[src/rtl/ysyx_22050612_mem_arbiter.sv]
// Shares one memory port between instruction fetch and load/store. One transaction
// at a time, round-robin grant on ties, and a watchdog that turns a hung access into an error.
module ysyx_22050612_mem_arbiter #(
    parameter int TIMER_W = 8,
    parameter int TIMEOUT = 255
) (
    input  logic        clk,
    input  logic        rst,

    input  logic        ifu_req_valid,
    output logic        ifu_req_ready,
    input  logic [63:0] ifu_req_addr,
    output logic        ifu_resp_valid,
    output logic [63:0] ifu_resp_rdata,
    output logic        ifu_resp_err,

    input  logic        lsu_req_valid,
    output logic        lsu_req_ready,
    input  logic [63:0] lsu_req_addr,
    input  logic        lsu_req_wen,
    input  logic [63:0] lsu_req_wdata,
    input  logic [7:0]  lsu_req_wmask,
    output logic        lsu_resp_valid,
    output logic [63:0] lsu_resp_rdata,
    output logic        lsu_resp_err,

    output logic        mem_req_valid,
    input  logic        mem_req_ready,
    output logic [63:0] mem_req_addr,
    output logic        mem_req_wen,
    output logic [63:0] mem_req_wdata,
    output logic [7:0]  mem_req_wmask,
    input  logic        mem_resp_valid,
    input  logic [63:0] mem_resp_rdata,

    output logic        busy
);

    typedef enum logic [1:0] {IDLE, ISSUE, WAIT, RESP} state_e;
    typedef enum logic {SRC_IFU = 1'b0, SRC_LSU = 1'b1} src_e;

    localparam bit                 WDOG_EN    = (TIMEOUT != 0);
    localparam logic [TIMER_W-1:0] TIMER_LAST = TIMER_W'(WDOG_EN ? TIMEOUT - 1 : 0);

    state_e             state_q, state_d;
    src_e               last_q, last_d;
    src_e               owner_q, owner_d;
    logic [TIMER_W-1:0] timer_q, timer_d;
    logic [63:0]        addr_q, addr_d;
    logic               wen_q, wen_d;
    logic [63:0]        wdata_q, wdata_d;
    logic [7:0]         wmask_q, wmask_d;
    logic [63:0]        rdata_q, rdata_d;
    logic               err_q, err_d;

    logic grant_lsu;
    logic timeout_hit;

    // On a tie the requester that did not win last time goes first.
    assign grant_lsu   = lsu_req_valid && (!ifu_req_valid || last_q == SRC_IFU);
    assign timeout_hit = WDOG_EN && (timer_q >= TIMER_LAST);

    // NOTE: every _d gets a default before the case, so no path can leave one
    // unassigned and infer a latch.
    always_comb begin
        state_d = state_q;
        last_d  = last_q;
        owner_d = owner_q;
        timer_d = timer_q;
        addr_d  = addr_q;
        wen_d   = wen_q;
        wdata_d = wdata_q;
        wmask_d = wmask_q;
        rdata_d = rdata_q;
        err_d   = err_q;

        unique case (state_q)
            IDLE: begin
                if (ifu_req_valid || lsu_req_valid) begin
                    state_d = ISSUE;
                    timer_d = '0;
                    if (grant_lsu) begin
                        owner_d = SRC_LSU;
                        last_d  = SRC_LSU;
                        addr_d  = lsu_req_addr;
                        wen_d   = lsu_req_wen;
                        wdata_d = lsu_req_wen ? lsu_req_wdata : 64'd0;
                        wmask_d = lsu_req_wen ? lsu_req_wmask : 8'd0;
                    end else begin
                        owner_d = SRC_IFU;
                        last_d  = SRC_IFU;
                        addr_d  = ifu_req_addr;
                        wen_d   = 1'b0;
                        wdata_d = 64'd0;
                        wmask_d = 8'd0;
                    end
                end
            end
            ISSUE: begin
                timer_d = timer_q + 1'b1;
                if (mem_req_ready) begin
                    state_d = WAIT;
                end else if (timeout_hit) begin
                    state_d = RESP;
                    rdata_d = 64'd0;
                    err_d   = 1'b1;
                end
            end
            WAIT: begin
                timer_d = timer_q + 1'b1;
                if (mem_resp_valid) begin
                    state_d = RESP;
                    rdata_d = wen_q ? 64'd0 : mem_resp_rdata;
                    err_d   = 1'b0;
                end else if (timeout_hit) begin
                    state_d = RESP;
                    rdata_d = 64'd0;
                    err_d   = 1'b1;
                end
            end
            RESP: begin
                state_d = IDLE;
            end
            default: state_d = IDLE;
        endcase
    end

    // NOTE: state registers use non-blocking assignments so every flop samples
    // the pre-edge values regardless of process ordering.
    always_ff @(posedge clk) begin
        if (rst) begin
            state_q <= IDLE;
            last_q  <= SRC_IFU;
            owner_q <= SRC_IFU;
            timer_q <= '0;
            addr_q  <= 64'd0;
            wen_q   <= 1'b0;
            wdata_q <= 64'd0;
            wmask_q <= 8'd0;
            rdata_q <= 64'd0;
            err_q   <= 1'b0;
        end else begin
            state_q <= state_d;
            last_q  <= last_d;
            owner_q <= owner_d;
            timer_q <= timer_d;
            addr_q  <= addr_d;
            wen_q   <= wen_d;
            wdata_q <= wdata_d;
            wmask_q <= wmask_d;
            rdata_q <= rdata_d;
            err_q   <= err_d;
        end
    end

    always_comb begin
        ifu_req_ready  = (state_q == IDLE) && ifu_req_valid && !grant_lsu;
        lsu_req_ready  = (state_q == IDLE) && grant_lsu;

        mem_req_valid  = (state_q == ISSUE);
        mem_req_addr   = addr_q;
        mem_req_wen    = wen_q;
        mem_req_wdata  = wdata_q;
        mem_req_wmask  = wmask_q;

        ifu_resp_valid = (state_q == RESP) && (owner_q == SRC_IFU);
        ifu_resp_rdata = ifu_resp_valid ? rdata_q : 64'd0;
        ifu_resp_err   = ifu_resp_valid && err_q;

        lsu_resp_valid = (state_q == RESP) && (owner_q == SRC_LSU);
        lsu_resp_rdata = lsu_resp_valid ? rdata_q : 64'd0;
        lsu_resp_err   = lsu_resp_valid && err_q;

        busy           = (state_q != IDLE);
    end

endmodule

[config.mk]
export PLATFORM = sky130hd
export DESIGN_NAME = ysyx_22050612_mem_arbiter
export DESIGN_NICKNAME = d
export VERILOG_FILES = /design/src/rtl/ysyx_22050612_mem_arbiter.sv
export SDC_FILE = /design/constraint.sdc
export NUM_CORES = 1
export LEC_CHECK = 0
export BUFFER_PORTS_ARGS = -buffer_cell sky130_fd_sc_hd__buf_2
export CORE_AREA = 2 2 213 215
export CTS_BUF_LIST = sky130_fd_sc_hd__clkbuf_16
export CTS_CLUSTER_DIAMETER = 100
export CTS_CLUSTER_SIZE = 10
export DETAILED_ROUTE_END_ITERATION = 16
export DIE_AREA = 0 0 215 217
export PLACE_DENSITY = 0.43
export SETUP_SLACK_MARGIN = 0.1
export SYNTH_ARGS = -nofsm -noshare
export SYNTH_HDL_FRONTEND = slang
export SYNTH_SLANG_ARGS = --single-unit
[constraint.sdc]
create_clock -name clk -period 3.5 [get_ports clk]
set_input_delay 0.525 -clock clk [delete_from_list [all_inputs] [get_ports clk]]
set_output_delay 0.525 -clock clk [all_outputs]
set_load 0.03 [all_outputs]
Word-level counts from Yosys, hierarchy flattened:

Index checks and enable logic that the tools add are counted.

* memory bits (writable): 0
* word-level logic and storage cells: 62
* latch bits: 0
* bits of input ports: 271
* memory bits (read-only): 0
* memories kept: 0
* flip-flop bits (word level): 213

* equal/unequal tests: 5
* multiply operators: 0
* add/sub/neg operators: 1
* shift operators: 0
* magnitude comparators: 1
* bitwise operators: 1
* muxes and demuxes: 25
* div/mod/pow operators: 0
* reductions and logical operators: 20

Operator list (number)
* two-way mux 64 bit: 9
* one-hot mux 64 bit (2 select lines): 1
* two-way mux 8 bit: 3
* one-hot mux 8 bit (2 select lines): 1
* adder 8 x 1 -> 8 bit (second input constant): 1
* >= comparator 8 bit (second input constant): 1
* logical AND 1 bit: 8
* two-way mux 2 bit: 4
* one-hot mux 2 bit (4 select lines): 1
* AND reduction 2 bit: 3
* nonzero test 2 bit: 3
* two-way mux 1 bit: 5
* == test 2 bit (second input constant): 2
* inequality test 2 bit (second input constant): 2
* == test 2 x 1 -> 1 bit (second input constant): 1
* logical NOT 1 bit: 2
* logical NOT 2 bit: 1
* logical OR 1 bit: 2
* one-hot mux 1 bit (2 select lines): 1
* OR reduction 2 bit: 1
* NOT 1 bit: 1

Longest topological paths before layout:

* depth after elaboration: 5
* gate-level depth with buffers: 8

Worst setup path after synthesis:

No wires, ideal clock.

* path kind: register to output
* start point: register state_q[1]
* end point: output port ifu_resp_rdata[54]
* stages on the path, launching flop included: 5
* buffers on the path: 1
* data arrival time: 1.568 ns
* path slack: 1.407 ns
* required time: 2.975 ns
* cell sequence: dfxtp_1 ha_1 nor2b_1 clkbuf_1 and2_1

* cells in the longest elaborated chain, start to end: 3

Ends and longest elaborated chain
* start, declared: RTL line 45 `state_e state_q, state_d;`
* start signal, assigned: RTL line 143 `state_q <= state_d;`
* == test 2 bit: RTL line 166 `ifu_resp_valid = (state_q == RESP) && (owner_q == SRC_IFU);`
* logical AND 1 bit: RTL line 166
* via ifu_resp_valid: RTL line 13 `output logic ifu_resp_valid,`
* two-way mux 64 bit: RTL line 167 `ifu_resp_rdata = ifu_resp_valid ? rdata_q : 64'd0;`
* end, declared: RTL line 14 `output logic [63:0] ifu_resp_rdata,`

The timed path passes the listed nets, and every way through them passes these cells.

Worst setup path after layout:

* start point: register state_q[1]
* end point: output port ifu_resp_rdata[11]

* cells in the longest elaborated chain, start to end: 3

Ends and longest elaborated chain (RTL line)
* == test 2 bit: 166
* logical AND 1 bit: 166
* two-way mux 64 bit: 167

No other way between the ends.

==> qor.yml <==
status: "finished, final reports clean"
antenna_cells: 0
post_cts_buffers: 0
synth-edff-count: 0
timing.final.crit_share_pct: 86.4
clk_pin_slew_ns: 0.06
grt_busiest_layer: "met2"
wl_per_cell_um: 16.0
dpl_worst_slack_ns: 1.01
initial_utilization_pct: 20.3
cts_made_buffers: 25
slew_headroom_pct: 49.3
gp_congestion: 0.766
grt_antenna_before_repair: 1
cts_sinks: 213
ctsResizeCount: 0
ir_drop_uv: 315
hold_path_class: "input pin to flip-flop"
cp_top_family: "simple AND/OR/NAND/NOR gates"
ys_top_cells_by_area: "dfxtp_1 (47%), mux2i_1 (7.1%), a22o_1 (7.0%)"
grt_pass1_wl_um: 49700
worstPathRequired_ns: 2.97
pwr-share-comb_pct: 24.8
clock_skew_ns: 0.0126
netlist_area_sq_mm: 0.00905
grt_pass1_vias: 8608
drc: 0
cts_tree: "yes"
cts_max_path_buffers: 3
first_pass_iters: 4
syn_inst: 971
critPathCaptureType: "output port"
ys_seq_elements: 213
area_growth_pct: 42.9
cp_slowest_stage_delay_ns: 0.55
antenna_left: 0
worst_slew_pin_slew_ns: 0.759
slew_viol_final: 0
min_period_ns: 3.02
startpoint_type: "flip-flop"
synth_flop_cell: "dfxtp_1"
place_hpwl_um: 24400
ys_seq_area_share_pct: 47.1
p_int_w: 0.00445
die_area_sq_mm: 0.0467
avgSynthCellArea_sq_um: 9.33
synth_commonest_cells: "dfxtp_1 (213), nor2_1 (76), a21oi_1 (72), a22o_1 (72), nand2_1 (71)"
postRouteWirelength_um: 33000
drt_iter0_drc: 368
clock.fmax_mhz: 331
synth_cell_type_count: 38
synth-async-reset-ratio_pct: 0
finalSetupTns_ns: 0
p_sw_w: 0.00220
use_met2_pct: 23.4
nets: 1743
fill_cells: 4845
power_leakage_nw: 6.37
drive_gt1_share_pct: 41.0
rsz0062_at_grt: "no"
r2r-start: "state_q[0]$_SDFFE_PP0P_"
maxCapViolations: 0
track_usage_pct: 13.3
startpoint: "state_q[1]$_SDFFE_PP0P_"
layout_setup_ws_ns: 0.476
htree_levels: 1
synth_top_area_share_pct: 47.1
port_buffers: 543
grt-ovfl-total: 0
viasPerCell: 4.29
ctsHoldBuffers: 0
cts_root_buf: "clkbuf_16"
power_density_mw_per_mm2: 513
path_cells: "ha_2 -> nor2b_4 -> buf_4 -> and2_1 -> buf_2"
met1_usage_pct: 15.9
p_sw_share_pct: 33.1
cp_data_arrival_time_ns: 2.50
vias: 8860
crit_type: "flip-flop to output port"
crit_buf_inv: 2
rows: 78
core_area_sq_mm: 0.0447
setup_violations: 0
die_y_um: 217
clkPwrFrac_pct: 33.6
slowest_stage: "nor2b_4"
synth_nets: 1249
ios: 544
grt_max_degree: 76
worst_skew_pair.late_latency_ns: 0.53
crit_fanout: 35
met3_usage_pct: 3.42
synth_top_area_cell: "dfxtp_1"
seqPwrFrac_pct: 41.6
synth_most_common_cell: "dfxtp_1"
finalHoldViolations: 0
die_x_um: 215
hold_path_startpoint: "lsu_req_wmask[5]"
yosysWarnings: 0
[power groups by stage]
stage | sequential (W) | clock [W] | combinational, W
final | 0.00277 | 0.00223 | 0.00165
after global routing | 0.00280 | 0.00241 | 0.00179
after CTS | 0.00277 | 0.00233 | 0.00168
after detailed placement | 0.00282 | 0 | 0.00168
after global placement | 0.00281 | 0 | 0.00166
after floorplan | 0.00320 | 0 | 0.000703
[layout make-up]
type | count | area (sq um) | area share, %
multi-input combinational | 661 | 4390 | 34.0
clock buffer | 25 | 626 | 4.83
clock inverter | 2 | 11.3 | 0.0870
timing repair buffer | 559 | 2880 | 22.2
inverter | 5 | 18.8 | 0.145
sequential | 213 | 4270 | 33.0
tap | 600 | 751 | 5.80
[stage by stage]
step	instances	total power (W)	hold slack, ns	area, sq um	utilization, %
2_1_floorplan	971	0.00391	0.436	9050	-
3_3_place_gp	2038	0.00448	0.449	12300	27.5
3_5_place_dp	2038	0.00449	0.453	12300	27.5
4_1_cts	2065	0.00677	0.174	12900	29.0
5_1_grt	2065	0.00699	0.191	12900	29.0
6_report	2065	0.00664	0.215	12900	29.0
[final timing paths]
check,endpoint,slack [ns],depth (start not counted)
worst max-delay path,ifu_resp_rdata[11],0.48,5
worst min-delay path,mem_req_wmask[5]$_SDFFE_PP0P_,0.22,2
worst min register to register,rdata_q[45]$_SDFFE_PP0P_,0.47,2
worst max register to register,mem_req_addr[39]$_SDFFE_PP0P_,1.13,7
[sequential cells by signal (all words and copies together), names as in the netlist]
signal / flops
err_q: 1
mem_req_addr: 64
mem_req_wdata: 64
mem_req_wen: 1
mem_req_wmask: 8
owner_q: 1
rdata_q: 64
state_q: 2
timer_q: 8
[cells in the final DEF (no fill, tap or decap), drive strengths merged, types with 4 or more instances in the layout]
cell | Yosys | final
clkbuf | 59 | 25
mux2i | 64 | 64
nand3b | 65 | 65
inv | 5 | 5
buf | 33 | 559
nand2 | 71 | 71
and3 | 67 | 67
nor3 | 5 | 5
and2 | 67 | 67
o21ai | 4 | 4
a22o | 72 | 72
xnor2 | 5 | 5
dfxtp | 213 | 213
a211oi | 64 | 64
ha | 7 | 7
a21oi | 72 | 72
nor2 | 77 | 77
[routing by layer]
metal / wire (um) / vias to the layer above
met1: 14000 / 4031
li1: - / 4431
met3: 2400 / 52
met2: 15700 / 344
met4: 874 / 2
met5: 13 / -
[cell families (layout without fill, tap and decap cells)]
family / Yosys count / in the layout / synth area share (%)
xor gates and xnor gates: 5 / 5 / 0.484
buffers and inverters: 97 / 591 / 4.86
adders and majority gates: 7 / 7 / 0.967
muxes: 64 / 64 / 7.07
DFF: 213 / 213 / 47.1
and+or+nand+nor: 364 / 364 / 22.0
AOI/OAI and AO/OA: 221 / 221 / 17.5
Note: power is estimated with default switching activity, not from simulation.
